**config.mk**
```make
export PLATFORM = sky130hd
export DESIGN_NAME = multicycle_ctrl
export DESIGN_NICKNAME = d
export VERILOG_FILES = /design/src/rtl/multicycle_ctrl.sv
export SDC_FILE = /design/constraint.sdc
export NUM_CORES = 1
export LEC_CHECK = 0
export BUFFER_PORTS_ARGS = -buffer_cell sky130_fd_sc_hd__buf_2
export CAP_MARGIN = 20
export CORE_UTILIZATION = 40
export CTS_BUF_LIST = sky130_fd_sc_hd__clkbuf_8
export DETAILED_ROUTE_END_ITERATION = 12
export PLACE_DENSITY = 0.65
export SLEW_MARGIN = 25
export SYNTH_ARGS = -nofsm -noshare
export SYNTH_HDL_FRONTEND = slang
export SYNTH_SLANG_ARGS = --single-unit
```
**constraint.sdc**
```tcl
create_clock -name clk_i -period 2.41 [get_ports clk_i]
set_input_delay 0.241 -clock clk_i [delete_from_list [all_inputs] [get_ports clk_i]]
set_output_delay 0.241 -clock clk_i [all_outputs]
set_load 0.005 [all_outputs]
```
**src/rtl/multicycle_ctrl.sv**
```systemverilog
// multicycle_ctrl: FETCH/DECODE/EXEC/MEM/WB sequencer for the 9-bit ISA with memory handshake, halt, timeout and retire count
module multicycle_ctrl #(
    parameter int DW         = 8,
    parameter int IW         = 9,
    parameter int RAW        = 4,
    parameter int OPW        = 4,
    parameter bit CMP_SIGNED = 1'b0,
    parameter int MEM_TO     = 15,
    parameter int CNT_W      = 16
) (
    input  logic             clk_i,
    input  logic             reset_i,
    input  logic             start_i,
    input  logic [IW-1:0]    instr_i,
    input  logic             instr_valid_i,
    input  logic [DW-1:0]    dat_a_i,
    input  logic [DW-1:0]    dat_b_i,
    input  logic [DW-1:0]    alu_rslt_i,
    input  logic [DW-1:0]    lut_data_i,
    input  logic [DW-1:0]    mem_rdata_i,
    input  logic             mem_ack_i,
    output logic [RAW-1:0]   rd_a_o,
    output logic [RAW-1:0]   rd_b_o,
    output logic [RAW-1:0]   wr_addr_o,
    output logic [DW-1:0]    wr_data_o,
    output logic             reg_we_o,
    output logic [OPW-1:0]   alu_op_o,
    output logic             alu_src_o,
    output logic [4:0]       immed_o,
    output logic             mem_req_o,
    output logic             mem_we_o,
    output logic [DW-1:0]    mem_addr_o,
    output logic [DW-1:0]    mem_wdata_o,
    output logic             pc_en_o,
    output logic             pc_load_o,
    output logic [3:0]       pc_immed_o,
    output logic             busy_o,
    output logic             halted_o,
    output logic             err_o,
    output logic [CNT_W-1:0] retired_o
);
    typedef enum logic [2:0] {S_IDLE, S_FETCH, S_DECODE, S_EXEC, S_MEM, S_WB, S_HALT} state_t;
    localparam int TW = $clog2(MEM_TO + 1);

    state_t           state_q;
    logic [IW-1:0]    ir_q;
    logic [CNT_W-1:0] retired_q;
    logic [TW-1:0]    tmo_q;
    logic [RAW-1:0]   rd_a_q, rd_b_q, wr_addr_q;
    logic [DW-1:0]    wr_data_q, mem_addr_q, mem_wdata_q;
    logic [OPW-1:0]   alu_op_q;
    logic             reg_we_q, alu_src_q, mem_req_q, mem_we_q, pc_en_q, pc_load_q, err_q;

    logic [2:0]       f_op, q_op;
    logic [1:0]       f_fn, q_fn;
    logic [RAW-1:0]   dec_rd_a, dec_rd_b, dec_wr;
    logic [OPW-1:0]   dec_alu;
    logic             is_st, is_lb, is_mem, is_br, is_mov, is_halt, a_eq, a_lt, taken;

    // operand/ALU fields decoded from the incoming word so they are stable from DECODE on
    always_comb begin
        f_op     = instr_i[IW-1:IW-3];
        f_fn     = instr_i[5:4];
        dec_rd_a = f_op != 3'b101 ? '0 : instr_i[5] ? RAW'(instr_i[0]) : RAW'(instr_i[3:0]);
        dec_rd_b = (f_op == 3'b000 && f_fn == 2'b11) ? RAW'(instr_i[3:0]) : RAW'(1);
        dec_alu  = (f_op == 3'b000 && !f_fn[1]) ? OPW'(f_fn)
                 : f_op == 3'b010 ? OPW'(1)
                 : f_op == 3'b011 ? OPW'(0)
                 : f_op == 3'b110 ? OPW'(f_fn + 3'd2)
                 : (f_op == 3'b111 && f_fn != 2'b11) ? OPW'(f_fn + 4'd6)
                 : '1;
        dec_wr   = f_op == 3'b101 ? (instr_i[5] ? RAW'(instr_i[4:1]) : RAW'(instr_i[4]))
                 : f_op == 3'b001 ? RAW'(instr_i[0])
                 : (f_op == 3'b010 || f_op == 3'b011) ? RAW'(1)
                 : RAW'(instr_i[3:0]);
    end

    always_comb begin
        q_op    = ir_q[IW-1:IW-3];
        q_fn    = ir_q[5:4];
        is_st   = q_op == 3'b000 && q_fn == 2'b11;
        is_lb   = q_op == 3'b001;
        is_mem  = (q_op == 3'b000 && q_fn[1]) || is_lb;
        is_br   = q_op == 3'b100;
        is_mov  = q_op == 3'b101;
        is_halt = q_op == 3'b111 && q_fn == 2'b11;
        a_eq    = dat_a_i == dat_b_i;
        a_lt    = CMP_SIGNED ? ($signed(dat_a_i) < $signed(dat_b_i)) : (dat_a_i < dat_b_i);
        taken   = q_fn == 2'b00 ? a_eq : q_fn == 2'b01 ? !a_eq : q_fn == 2'b10 ? a_lt : (a_lt | a_eq);
    end

    // branch strobes are registered at DECODE so the PC moves at the end of EXEC, before the next FETCH
    always_ff @(posedge clk_i) begin
        if (reset_i) begin
            state_q     <= S_IDLE;
            ir_q        <= '0;
            retired_q   <= '0;
            tmo_q       <= '0;
            rd_a_q      <= '0;
            rd_b_q      <= RAW'(1);
            wr_addr_q   <= '0;
            wr_data_q   <= '0;
            alu_op_q    <= '1;
            alu_src_q   <= 1'b0;
            mem_addr_q  <= '0;
            mem_wdata_q <= '0;
            reg_we_q    <= 1'b0;
            mem_req_q   <= 1'b0;
            mem_we_q    <= 1'b0;
            pc_en_q     <= 1'b0;
            pc_load_q   <= 1'b0;
            err_q       <= 1'b0;
        end else begin
            reg_we_q  <= 1'b0;
            pc_en_q   <= 1'b0;
            pc_load_q <= 1'b0;
            case (state_q)
                S_IDLE, S_HALT: if (start_i) begin
                    err_q   <= 1'b0;
                    state_q <= S_FETCH;
                end
                S_FETCH: if (instr_valid_i) begin
                    ir_q      <= instr_i;
                    rd_a_q    <= dec_rd_a;
                    rd_b_q    <= dec_rd_b;
                    alu_op_q  <= dec_alu;
                    alu_src_q <= f_op == 3'b010 || f_op == 3'b011;
                    wr_addr_q <= dec_wr;
                    state_q   <= S_DECODE;
                end
                S_DECODE: begin
                    pc_load_q <= is_br & taken;
                    pc_en_q   <= is_br & ~taken;
                    state_q   <= S_EXEC;
                end
                S_EXEC: begin
                    if (is_br) begin
                        retired_q <= retired_q + 1'b1;
                        state_q   <= S_FETCH;
                    end else if (is_halt) begin
                        state_q <= S_HALT;
                    end else if (is_mem) begin
                        mem_req_q   <= 1'b1;
                        mem_we_q    <= is_st;
                        mem_addr_q  <= is_lb ? lut_data_i : dat_a_i;
                        mem_wdata_q <= dat_b_i;
                        tmo_q       <= '0;
                        state_q     <= S_MEM;
                    end else begin
                        wr_data_q <= is_mov ? dat_a_i : alu_rslt_i;
                        reg_we_q  <= 1'b1;
                        pc_en_q   <= 1'b1;
                        state_q   <= S_WB;
                    end
                end
                S_MEM: if (mem_ack_i) begin
                    mem_req_q <= 1'b0;
                    mem_we_q  <= 1'b0;
                    if (mem_we_q) begin
                        retired_q <= retired_q + 1'b1;
                        state_q   <= S_FETCH;
                    end else begin
                        wr_data_q <= mem_rdata_i;
                        reg_we_q  <= 1'b1;
                        pc_en_q   <= 1'b1;
                        state_q   <= S_WB;
                    end
                end else if (tmo_q == TW'(MEM_TO - 1)) begin
                    err_q     <= 1'b1;
                    mem_req_q <= 1'b0;
                    mem_we_q  <= 1'b0;
                    state_q   <= S_HALT;
                end else begin
                    tmo_q <= tmo_q + 1'b1;
                end
                S_WB: begin
                    retired_q <= retired_q + 1'b1;
                    state_q   <= S_FETCH;
                end
                default: state_q <= S_IDLE;
            endcase
        end
    end

    // a store advances the PC in its ack cycle; reset suppresses any write or PC update in flight
    assign pc_en_o     = (pc_en_q | (state_q == S_MEM && mem_we_q && mem_ack_i)) & ~reset_i;
    assign pc_load_o   = pc_load_q & ~reset_i;
    assign reg_we_o    = reg_we_q & ~reset_i;
    assign rd_a_o      = rd_a_q;
    assign rd_b_o      = rd_b_q;
    assign wr_addr_o   = wr_addr_q;
    assign wr_data_o   = wr_data_q;
    assign alu_op_o    = alu_op_q;
    assign alu_src_o   = alu_src_q;
    assign immed_o     = ir_q[5:1];
    assign pc_immed_o  = ir_q[3:0];
    assign mem_req_o   = mem_req_q;
    assign mem_we_o    = mem_we_q;
    assign mem_addr_o  = mem_addr_q;
    assign mem_wdata_o = mem_wdata_q;
    assign busy_o      = state_q != S_IDLE && state_q != S_HALT;
    assign halted_o    = state_q == S_HALT;
    assign err_o       = err_q;
    assign retired_o   = retired_q;
endmodule
```
==> metrics.csv, run 1 <==
stage,metric,value,unit
run_status,outcome,finished clean,
timing,fin_skew,0.006434,ns
global_route,grt_usage,20.37,%
placement,hpwlAfterDp,7461,um
cts,ctsResizeCount,0,
routing,ant_nets,0,
yosys,yosys_warnings,0,
global_route,grt_max_degree,34,
worst_setup_path,critPathLaunchType,flip-flop,
cts,cts_made_buffers,9,
floorplan,dieArea,10270,um^2
routing,wl_per_cell,13.86,um
timing,setup_tns,0,ns
worst_setup_path,r2r_slack,0.20,ns
timing,setup_viol,0,
worst_setup_path,worstPathCellList,nand2b_1 -> or3b_2 -> o21ai_0 -> nand3b_1,
global_route,antenna_found_initial,0,
timing,period_needed,2.207,ns
cts,cts_hold_buf,0,
placement,dpl_worst_slack,0.2257,ns
cells_and_area,multi_input_area,2133,um^2
yosys,synth_cell_type_count,55,
placement,finalWeightedCongestion,0.8067,
cts,h-tree-depth,3,
floorplan,fp-row-count,35,
global_route,grt_pass1_wl,16680,um
pwr,power_leakage,2.144,nW
worst_setup_path,critPathKind,flip-flop to flip-flop,
run,drv_cap,0,
floorplan,io_pins,128,
yosys,synth_edf_count,0,
floorplan,fp.dieW,101.4,um
cells_and_area,drive_above_1_share,27.23,%
cts,clk_pin_slew_worst_paths,0.08,ns
pwr,ir_worst_vdd,260.2,uV
timing,hold_ws,0.1384,ns
cells_and_area,nFillCells,932,
routing,vias_per_cell,5.200,
routing,drt_wl_total,10040,um
timing,drv_slew,0,
cells_and_area,final_util,51.20,%
timing,slew_headroom,63.02,%
yosys,synth-seq-area-share,40.05,%
yosys,netlist_area,3949,um^2
global_route,grt_overflow_total,0,
cells_and_area,num_antenna_cells,0,
cells_and_area,regArea,1582,um^2
cts,cts_tree,done,
cts,clockRootBuffer,clkbuf_8,
yosys,synth_nets,548,
cts,cts_setup_buffers,0,
timing,rsz0062_at_grt,no,
yosys,syn_inst,483,
pwr,powerDensity,584.1,nW/um^2
cells_and_area,layout_common_cells,"127 x buf_2, 80 x nand2_1, 79 x dfxtp_1",
worst_setup_path,worstPathArrival,2.49,ns
worst_setup_path,slowest_stage,or3b_2,
routing,drt_pre_antenna_iters,5,
worst_setup_path,crit_fanout,25,
floorplan,die_height,101.4,um
worst_setup_path,cp_slowest_stage_delay,0.74,ns
min_path,hp-class,primary input to flip-flop,
timing,layout_setup_ws,0.2032,ns
timing,period_share,91.57,%
routing,drc,0,
cts,clock_sinks,79,
yosys,postSynth.asyncResetShare,0,%
timing,clock.fmax,453.1,MHz
worst_setup_path,end_kind,flip-flop,
floorplan,core_area,9415,um^2
cells_and_area,final_common_cell,buf_2,
yosys,synth.avg_cell_area,8.176,um^2
global_route,grt_pass1_vias,3521,
cells_and_area,syn_to_final_growth,22.08,%
routing,drtIter0Drc,137,
floorplan,start_util,41.94,%
cts,clock_latency,0.34,ns
timing,tightest_slew,0.5530,ns
yosys,ys_ff_latch,79,
yosys,synth_flop_cell,dfxtp_1,
worst_setup_path,crit_required,2.69,ns
placement,io_buffers,127,
routing,vias,3765,
cells_and_area,nNetsFinal,656,
cts,clock_path_buffers,2,
timing,finalHoldViolCount,0,
## final cells by class
type | instances | share of cell area (%)
clock buffer | 10 | 2.855
inverter | 14 | 1.090
sequential | 79 | 32.81
timing repair buffer | 133 | 14.12
tap | 129 | 3.348
multi-input combinational | 354 | 44.25
clock inverter | 5 | 1.531
## per-layer routing
metal,wire [um],vias to the layer above,track usage (%)
li1,-,1901,-
met1,4669,1727,26.60
met3,654,12,4.624
met4,130,0,6.466
met2,4583,125,33.39
met5,0,-,0
## worst max-delay path: cells and delay by family (launching register included)
| family | cells | cell delay, ns |
|---|---|---|
| flip-flops | 1 | 0.58 |
| AND/OR/NAND/NOR | 3 | 1.11 |
| AO/OA/AOI/OAI | 1 | 0.46 |
## sequential cells by signal (all words and copies together), names as in the netlist
name / flops
wr_data_o: 8
state_q: 3
reg_we_q: 1
retired_o: 16
mem_req_o: 1
ir_q: 9
pc_load_q: 1
tmo_q: 4
wr_addr_o: 4
mem_we_o: 1
rd_a_o: 4
rd_b_o: 4
pc_en_q: 1
alu_src_o: 1
mem_wdata_o: 8
mem_addr_o: 8
alu_op_o: 4
err_o: 1
## path summary, 6_finish.rpt
path | startpoint | to | depth (start not counted)
worst max register to register | state_q[0] | rd_b_o[0] | 4
worst min-delay path | start_i | err_o | 2
worst min register to register | wr_data_o[1] | wr_data_o[1] | 2
worst max-delay path | state_q[0] | rd_b_o[0] | 4
## cells in the mapped netlist (all sizes together), types with 8 or more instances
cell type | instances | area (um^2)
a211oi | 11 | 82.58
xor2 | 8 | 70.07
dfxtp | 79 | 1582
nand3 | 11 | 55.05
buf | 15 | 102.6
o21ai | 14 | 70.07
inv | 14 | 52.55
nand2 | 80 | 300.3
o211ai | 11 | 82.58
clkbuf | 21 | 78.83
ha | 11 | 137.6
xnor2 | 9 | 78.83
nor2b | 8 | 50.05
a21oi | 45 | 225.2
nor2 | 49 | 193.9
nor3 | 12 | 65.06
mux2i | 17 | 170.2
nand4 | 11 | 68.82
## through the flow
stage	total power, mW	std cells	instance area [um^2]
6_report	2.816	724	4821
5_1_grt	2.959	724	4821
4_1_cts	2.849	724	4821
3_5_place_dp	1.777	709	4609
3_3_place_gp	1.767	709	4609
2_1_floorplan	1.638	483	3949
## kinds of logic (layout without fill, tap and decap cells)
kind of cell	Yosys count	after routing	synth area share [%]
adders and majority gates	11	11	3.485
xor gates and xnor gates	17	17	3.771
buffers and inverters	50	162	5.925
muxes	17	17	4.309
DFF	79	79	40.05
and+or+nand+nor	203	203	25.44
AOI/OAI and AO/OA	106	106	17.02
## power breakdown
| group | leakage [nW] | switching (mW) | internal [mW] |
|---|---|---|---|
| combinational | 1.39 | 0.208 | 0.154 |
| clock | 0.113 | 0.471 | 0.600 |
| sequential | 0.638 | 0.0408 | 1.34 |
| total | 2.14 | 0.719 | 2.10 |
No activity file was read; power rests on OpenSTA's default activity.
==> inputs of run 2 (changes only) <==
Settings changed: MAX_ROUTING_LAYER set to met4.
==> run 2 against run 1 <==
Register-to-register slack is essentially flat. Cell count unchanged. Maximum frequency rose by 0.29%. Via count increased by 0.24%. Flip-flop and latch count did not move. Core utilization unchanged. Critical endpoint unchanged. Cell area unchanged. Largest cell class unchanged. Count of clock-buffer cells in the layout is the same. First-iteration DRC count shrank 4.4%.
==> metrics.csv, run 2 (synthesis gave the netlist of run 1 again) <==
stage,metric,value,unit,change
run_status,outcome,finished clean,,
min_path,min_path_cells,2,,unchanged
worst_setup_path,cp_top_family,simple AND/OR/NAND/NOR gates,,
cts,cts_tree,done,,
routing,wl_per_cell,13.89,um,+0.20%
pwr,p_switching,0.7204,mW,+0.15%
global_route,grt_usage,21.01,%,+0.64 points
global_route,grt_max_degree,34,,unchanged
timing,fin_skew,0.007208,ns,+0.0007737 ns
cells_and_area,layout_common_cells,"127 x buf_2, 80 x nand2_1, 79 x dfxtp_1",,
worst_setup_path,crit_required,2.69,ns,about the same
run,drv_cap,0,,unchanged
cells_and_area,nNetsFinal,656,,unchanged
worst_setup_path,crit_fanout,25,,unchanged
cts,h-tree-depth,3,,unchanged
floorplan,io_pins,128,,unchanged
global_route,grt_overflow_total,0,,unchanged
timing,drv_slew,0,,unchanged
worst_setup_path,end_kind,flip-flop,,
min_path,hp-class,primary input to flip-flop,,
cts,clock_sinks,79,,unchanged
cells_and_area,syn_to_final_growth,22.08,%,unchanged
timing,tightest_slew,0.5553,ns,+0.002311 ns
pwr,power_frac_comb,12.8,%,about the same
worst_setup_path,slowest_stage,or3b_2,,
cts,clk_pin_slew_worst_paths,0.08,ns,about the same
cts,clock_path_buffers,2,,unchanged
cells_and_area,drive_above_1_share,27.23,%,unchanged
global_route,grt_pass1_wl,16680,um,unchanged
routing,vias_per_cell,5.213,,+0.24%
timing,rsz0062_at_grt,no,,
cts,ctsResizeCount,0,,unchanged
floorplan,start_util,41.94,%,unchanged
cells_and_area,final_util,51.20,%,unchanged
routing,drt_pre_antenna_iters,4,,-1
cells_and_area,num_antenna_cells,0,,unchanged
timing,setup_viol,0,,unchanged
timing,period_needed,2.200,ns,-0.006376 ns
worst_setup_path,worstPathCellList,nand2b_1 -> or3b_2 -> o21ai_0 -> nand3b_1,,
placement,dpl-instance-area,4609,um^2,unchanged
timing,finalHoldViolCount,0,,unchanged
routing,vias,3774,,+0.24%
floorplan,die_height,101.4,um,unchanged
routing,drc,0,,unchanged
cells_and_area,finalInstanceArea,4821,um^2,unchanged
routing,ant_nets,0,,unchanged
pwr,powerDensity,584.4,nW/um^2,about the same
floorplan,dieArea,10270,um^2,unchanged
worst_setup_path,cp_num_buf_inv,0,,unchanged
floorplan,core_area,9415,um^2,unchanged
placement,hpwlAfterDp,7461,um,unchanged
floorplan,fp-row-count,35,,unchanged
placement,io_buffers,127,,unchanged
cts,cts_setup_buffers,0,,unchanged
placement,finalWeightedCongestion,0.8185,,+1.5%
timing,hold_ws,0.1388,ns,+0.0003850 ns
timing,slew_headroom,62.87,%,-0.15 points
pwr,p_clk_share,38.0,%,about the same
pwr,power.internal,2.097,mW,about the same
global_route,antenna_found_initial,0,,unchanged
cts,clockRootBuffer,clkbuf_8,,
cts,cts_hold_buf,0,,unchanged
worst_setup_path,critPathKind,flip-flop to flip-flop,,
worst_setup_path,reg2regPathDepth,4,,unchanged
cells_and_area,largest_reg_flops,16,,unchanged
timing,clock.fmax,454.5,MHz,+0.29%
worst_setup_path,worstPathArrival,2.48,ns,about the same
pwr,power_leakage,2.144,nW,unchanged
worst_setup_path,critical_path_depth,4,,unchanged
pwr,ir_worst_vdd,260.3,uV,about the same
timing,setup_tns,0,ns,unchanged
worst_setup_path,critPathLaunchType,flip-flop,,
routing,drt_wl_total,10060,um,+0.20%
pwr,p_sw_share,25.57,%,+0.028 points
floorplan,fp.dieW,101.4,um,unchanged
global_route,grt_pass1_vias,3523,,+0.057%
cts,cts_made_buffers,9,,unchanged
worst_setup_path,cp_slowest_stage_delay,0.74,ns,about the same
cts,clock_latency,0.34,ns,about the same
pwr,pwr-share-seq,49.1,%,about the same
timing,period_share,91.30,%,-0.26 points
routing,drtIter0Drc,131,,-4.4%
cells_and_area,final_common_cell,buf_2,,
[run 2: cell counts in the layout (fill, tap and decap cells not counted)]
No cell type changed its count.
[run 2: final timing paths]
| check | from | to | slack (ns) |
|---|---|---|---|
| hold / removal | start_i | err_o | 0.14 |
| setup / recovery | state_q[0] | rd_b_o[0] | 0.21 |
| setup reg to reg | state_q[0] | rd_b_o[0] | 0.21 |
| hold reg to reg | wr_data_o[1] | wr_data_o[1] | 0.45 |
[run 2: area by class of cell]
cell class | count | area, um^2
multi-input combinational | 354 | 2133
fill | 932 | 4594
tap | 129 | 161.4
clock inverter | 5 | 73.82
inverter | 14 | 52.55
timing repair buffer | 133 | 680.7
clock buffer | 10 | 137.6
sequential | 79 | 1582
[run 2: per-layer routing]
metal	routed length (um)	part of all wire [%]	GRT usage [%]	vias up
li1	-	-	-	1901
met5	0	0	-	-
met1	4693	47	27.16	1729
met2	4617	46	33.39	132
met4	131	1.3	6.466	0
met3	615	6.1	3.727	12
[run 2: through the flow]
step           instances  power (mW)  setup slack (ns)
2_1_floorplan        483       1.638            0.7141
3_3_place_gp         709       1.767            0.3781
3_5_place_dp         709       1.777            0.2257
4_1_cts              724       2.849            0.2177
5_1_grt              724       2.959           0.03359
6_report             724       2.817            0.2096
[run 2: power by group through the flow]
stage | sequential, mW | combinational [mW] | clock [mW]
final | 1.38 | 0.361 | 1.07
after global routing | 1.39 | 0.409 | 1.16
after CTS | 1.38 | 0.364 | 1.10
after detailed placement | 1.41 | 0.363 | 0
after global placement | 1.41 | 0.355 | 0
after floorplan | 1.40 | 0.237 | 0
==> inputs of run 3 (changes only) <==
Settings changed: BUFFER_PORTS_ARGS -buffer_cell sky130_fd_sc_hd__buf_2 to -buffer_cell sky130_fd_sc_hd__clkbuf_2.
==> run 3 against run 2 <==
Flip-flop and latch count did not move. Critical path depth did not move. Largest power group unchanged. Count of clock-buffer cells in the layout did not move. Clock skew rose by 0.0026 ns.
==> metrics.csv, run 3 (synthesis gave the netlist of run 1 again) <==
stage,metric,value,unit,change
run_status,outcome,finished clean,,
floorplan,fp.dieW,101.4,um,unchanged
cells_and_area,fin_cells,724,,unchanged
cts,clockRootBuffer,clkbuf_8,,
cts,clock_path_buffers,2,,unchanged
worst_setup_path,crit_required,2.69,ns,about the same
cts,cts_hold_buf,0,,unchanged
routing,vias,3771,,-0.079%
timing,slew_headroom,60.60,%,-2.3 points
floorplan,dieArea,10270,um^2,unchanged
cells_and_area,final_util,51.22,%,about the same
cts,ctsResizeCount,0,,unchanged
cells_and_area,final_common_cell,clkbuf_2,,
min_path,hp-class,primary input to flip-flop,,
placement,dpl_worst_slack,0.3007,ns,+0.07493 ns
routing,drt_pre_antenna_iters,4,,unchanged
cells_and_area,num_antenna_cells,0,,unchanged
floorplan,die_height,101.4,um,unchanged
routing,ant_nets,0,,unchanged
floorplan,start_util,41.94,%,unchanged
worst_setup_path,worstPathArrival,2.44,ns,-0.04 ns
routing,wl_per_cell,14.26,um,+2.6%
worst_setup_path,end_kind,flip-flop,,
cells_and_area,nNetsFinal,656,,unchanged
worst_setup_path,critPathLaunchType,flip-flop,,
timing,period_share,89.89,%,-1.4 points
placement,finalWeightedCongestion,0.8270,,+1.0%
placement,dp.cells,709,,unchanged
cts,clock_latency,0.34,ns,about the same
worst_setup_path,critPathKind,flip-flop to flip-flop,,
floorplan,core_area,9415,um^2,unchanged
global_route,grtUsageMet3,5.659,%,+1.9 points
global_route,met2_usage,33.54,%,+0.16 points
cells_and_area,drive_above_1_share,27.06,%,-0.17 points
placement,hpwlAfterDp,7604,um,+1.9%
cells_and_area,layout_common_cells,"127 x clkbuf_2, 80 x nand2_1, 79 x dfxtp_1",,
timing,setup_tns,0,ns,unchanged
floorplan,io_pins,128,,unchanged
routing,drc,0,,unchanged
pwr,power_leakage,2.097,nW,-2.2%
global_route,grt_pass1_vias,3517,,-0.17%
cells_and_area,syn_to_final_growth,22.12,%,about the same
timing,rsz0062_at_grt,no,,
routing,vias_per_cell,5.209,,about the same
global_route,antenna_found_initial,0,,unchanged
cts,cts_setup_buffers,0,,unchanged
timing,period_needed,2.166,ns,-0.03410 ns
timing,finalHoldViolCount,0,,unchanged
cells_and_area,largest_reg_flops,16,,unchanged
cts,cts_tree,done,,
cts,clock_sinks,79,,unchanged
routing,drt_wl_total,10320,um,+2.6%
run,drv_cap,0,,unchanged
floorplan,fp-row-count,35,,unchanged
cts,cts_made_buffers,9,,unchanged
timing,clock.fmax,461.6,MHz,+1.6%
timing,layout_setup_ws,0.2437,ns,+0.03410 ns
global_route,grt_overflow_total,0,,unchanged
worst_setup_path,crit_fanout,30,,+20%
global_route,grt_max_degree,41,,+21%
cts,clk_pin_slew_worst_paths,0.08,ns,about the same
global_route,grt.met1_usage,26.49,%,-0.67 points
timing,tightest_slew,0.5909,ns,+0.03560 ns
timing,setup_viol,0,,unchanged
routing,drtIter0Drc,111,,-15%
cts,h-tree-depth,3,,unchanged
global_route,grt_pass1_wl,16600,um,-0.50%
global_route,top_usage_layer,met2,,
placement,io_buffers,127,,unchanged
pwr,ir_worst_vdd,251.3,uV,-3.5%
timing,fin_skew,0.009855,ns,+0.002648 ns
pwr,powerDensity,585.6,nW/um^2,+0.22%
global_route,grt_usage,21.11,%,+0.092 points
timing,drv_slew,0,,unchanged
==> run 3: critical path: stages (launching register included) <==
cell and delay [ns]:
dfxtp_1 0.42, nand2b_1 0.25, or3b_2 0.76, o21ai_0 0.50
nand3b_1 0.17
==> run 3: where the power goes <==
group | leakage [nW] | internal (mW) | total [mW] | switching (mW)
clock network | 0.111 | 0.600 | 1.07 | 0.473
logic | 1.35 | 0.155 | 0.375 | 0.219
registers | 0.638 | 1.34 | 1.38 | 0.0336
==> run 3: through the flow <==
stage | area (um^2) | hold WS (ns) | power, mW
global route | 4822 | 0.1239 | 2.961
detailed placement | 4609 | 0.4447 | 1.780
floorplan | 3949 | 0.3380 | 1.638
finish | 4822 | 0.1339 | 2.824
global placement | 4609 | 0.4373 | 1.770
CTS | 4822 | 0.1146 | 2.854
==> run 3: worst paths after layout <==
kind                                  from              to  slack [ns]  cells after the start
worst max register to register  state_q[2]       rd_b_o[0]        0.24                      4
worst max-delay path            state_q[2]       rd_b_o[0]        0.24                      4
worst min-delay path            dat_b_i[2]  mem_wdata_o[2]        0.13                      3
worst min register to register   rd_a_o[0]       rd_a_o[0]        0.45                      2
==> run 3: layout make-up <==
type,instances,area [um^2]
well taps,129,161.4
repair buffers,133,680.7
flip-flops and latches,79,1582
fillers,914,4593
clock inverters,5,75.07
multi-input cells,354,2133
clock buffers,10,137.6
inverters,14,52.55
==> run 3: layer usage <==
| metal | part of all wire (%) | wire length, um |
|---|---|---|
| met1 | 47 | 4844 |
| met2 | 46 | 4729 |
| met3 | 6.8 | 703 |
| met4 | 0.43 | 44 |
| met5 | 0 | 0 |
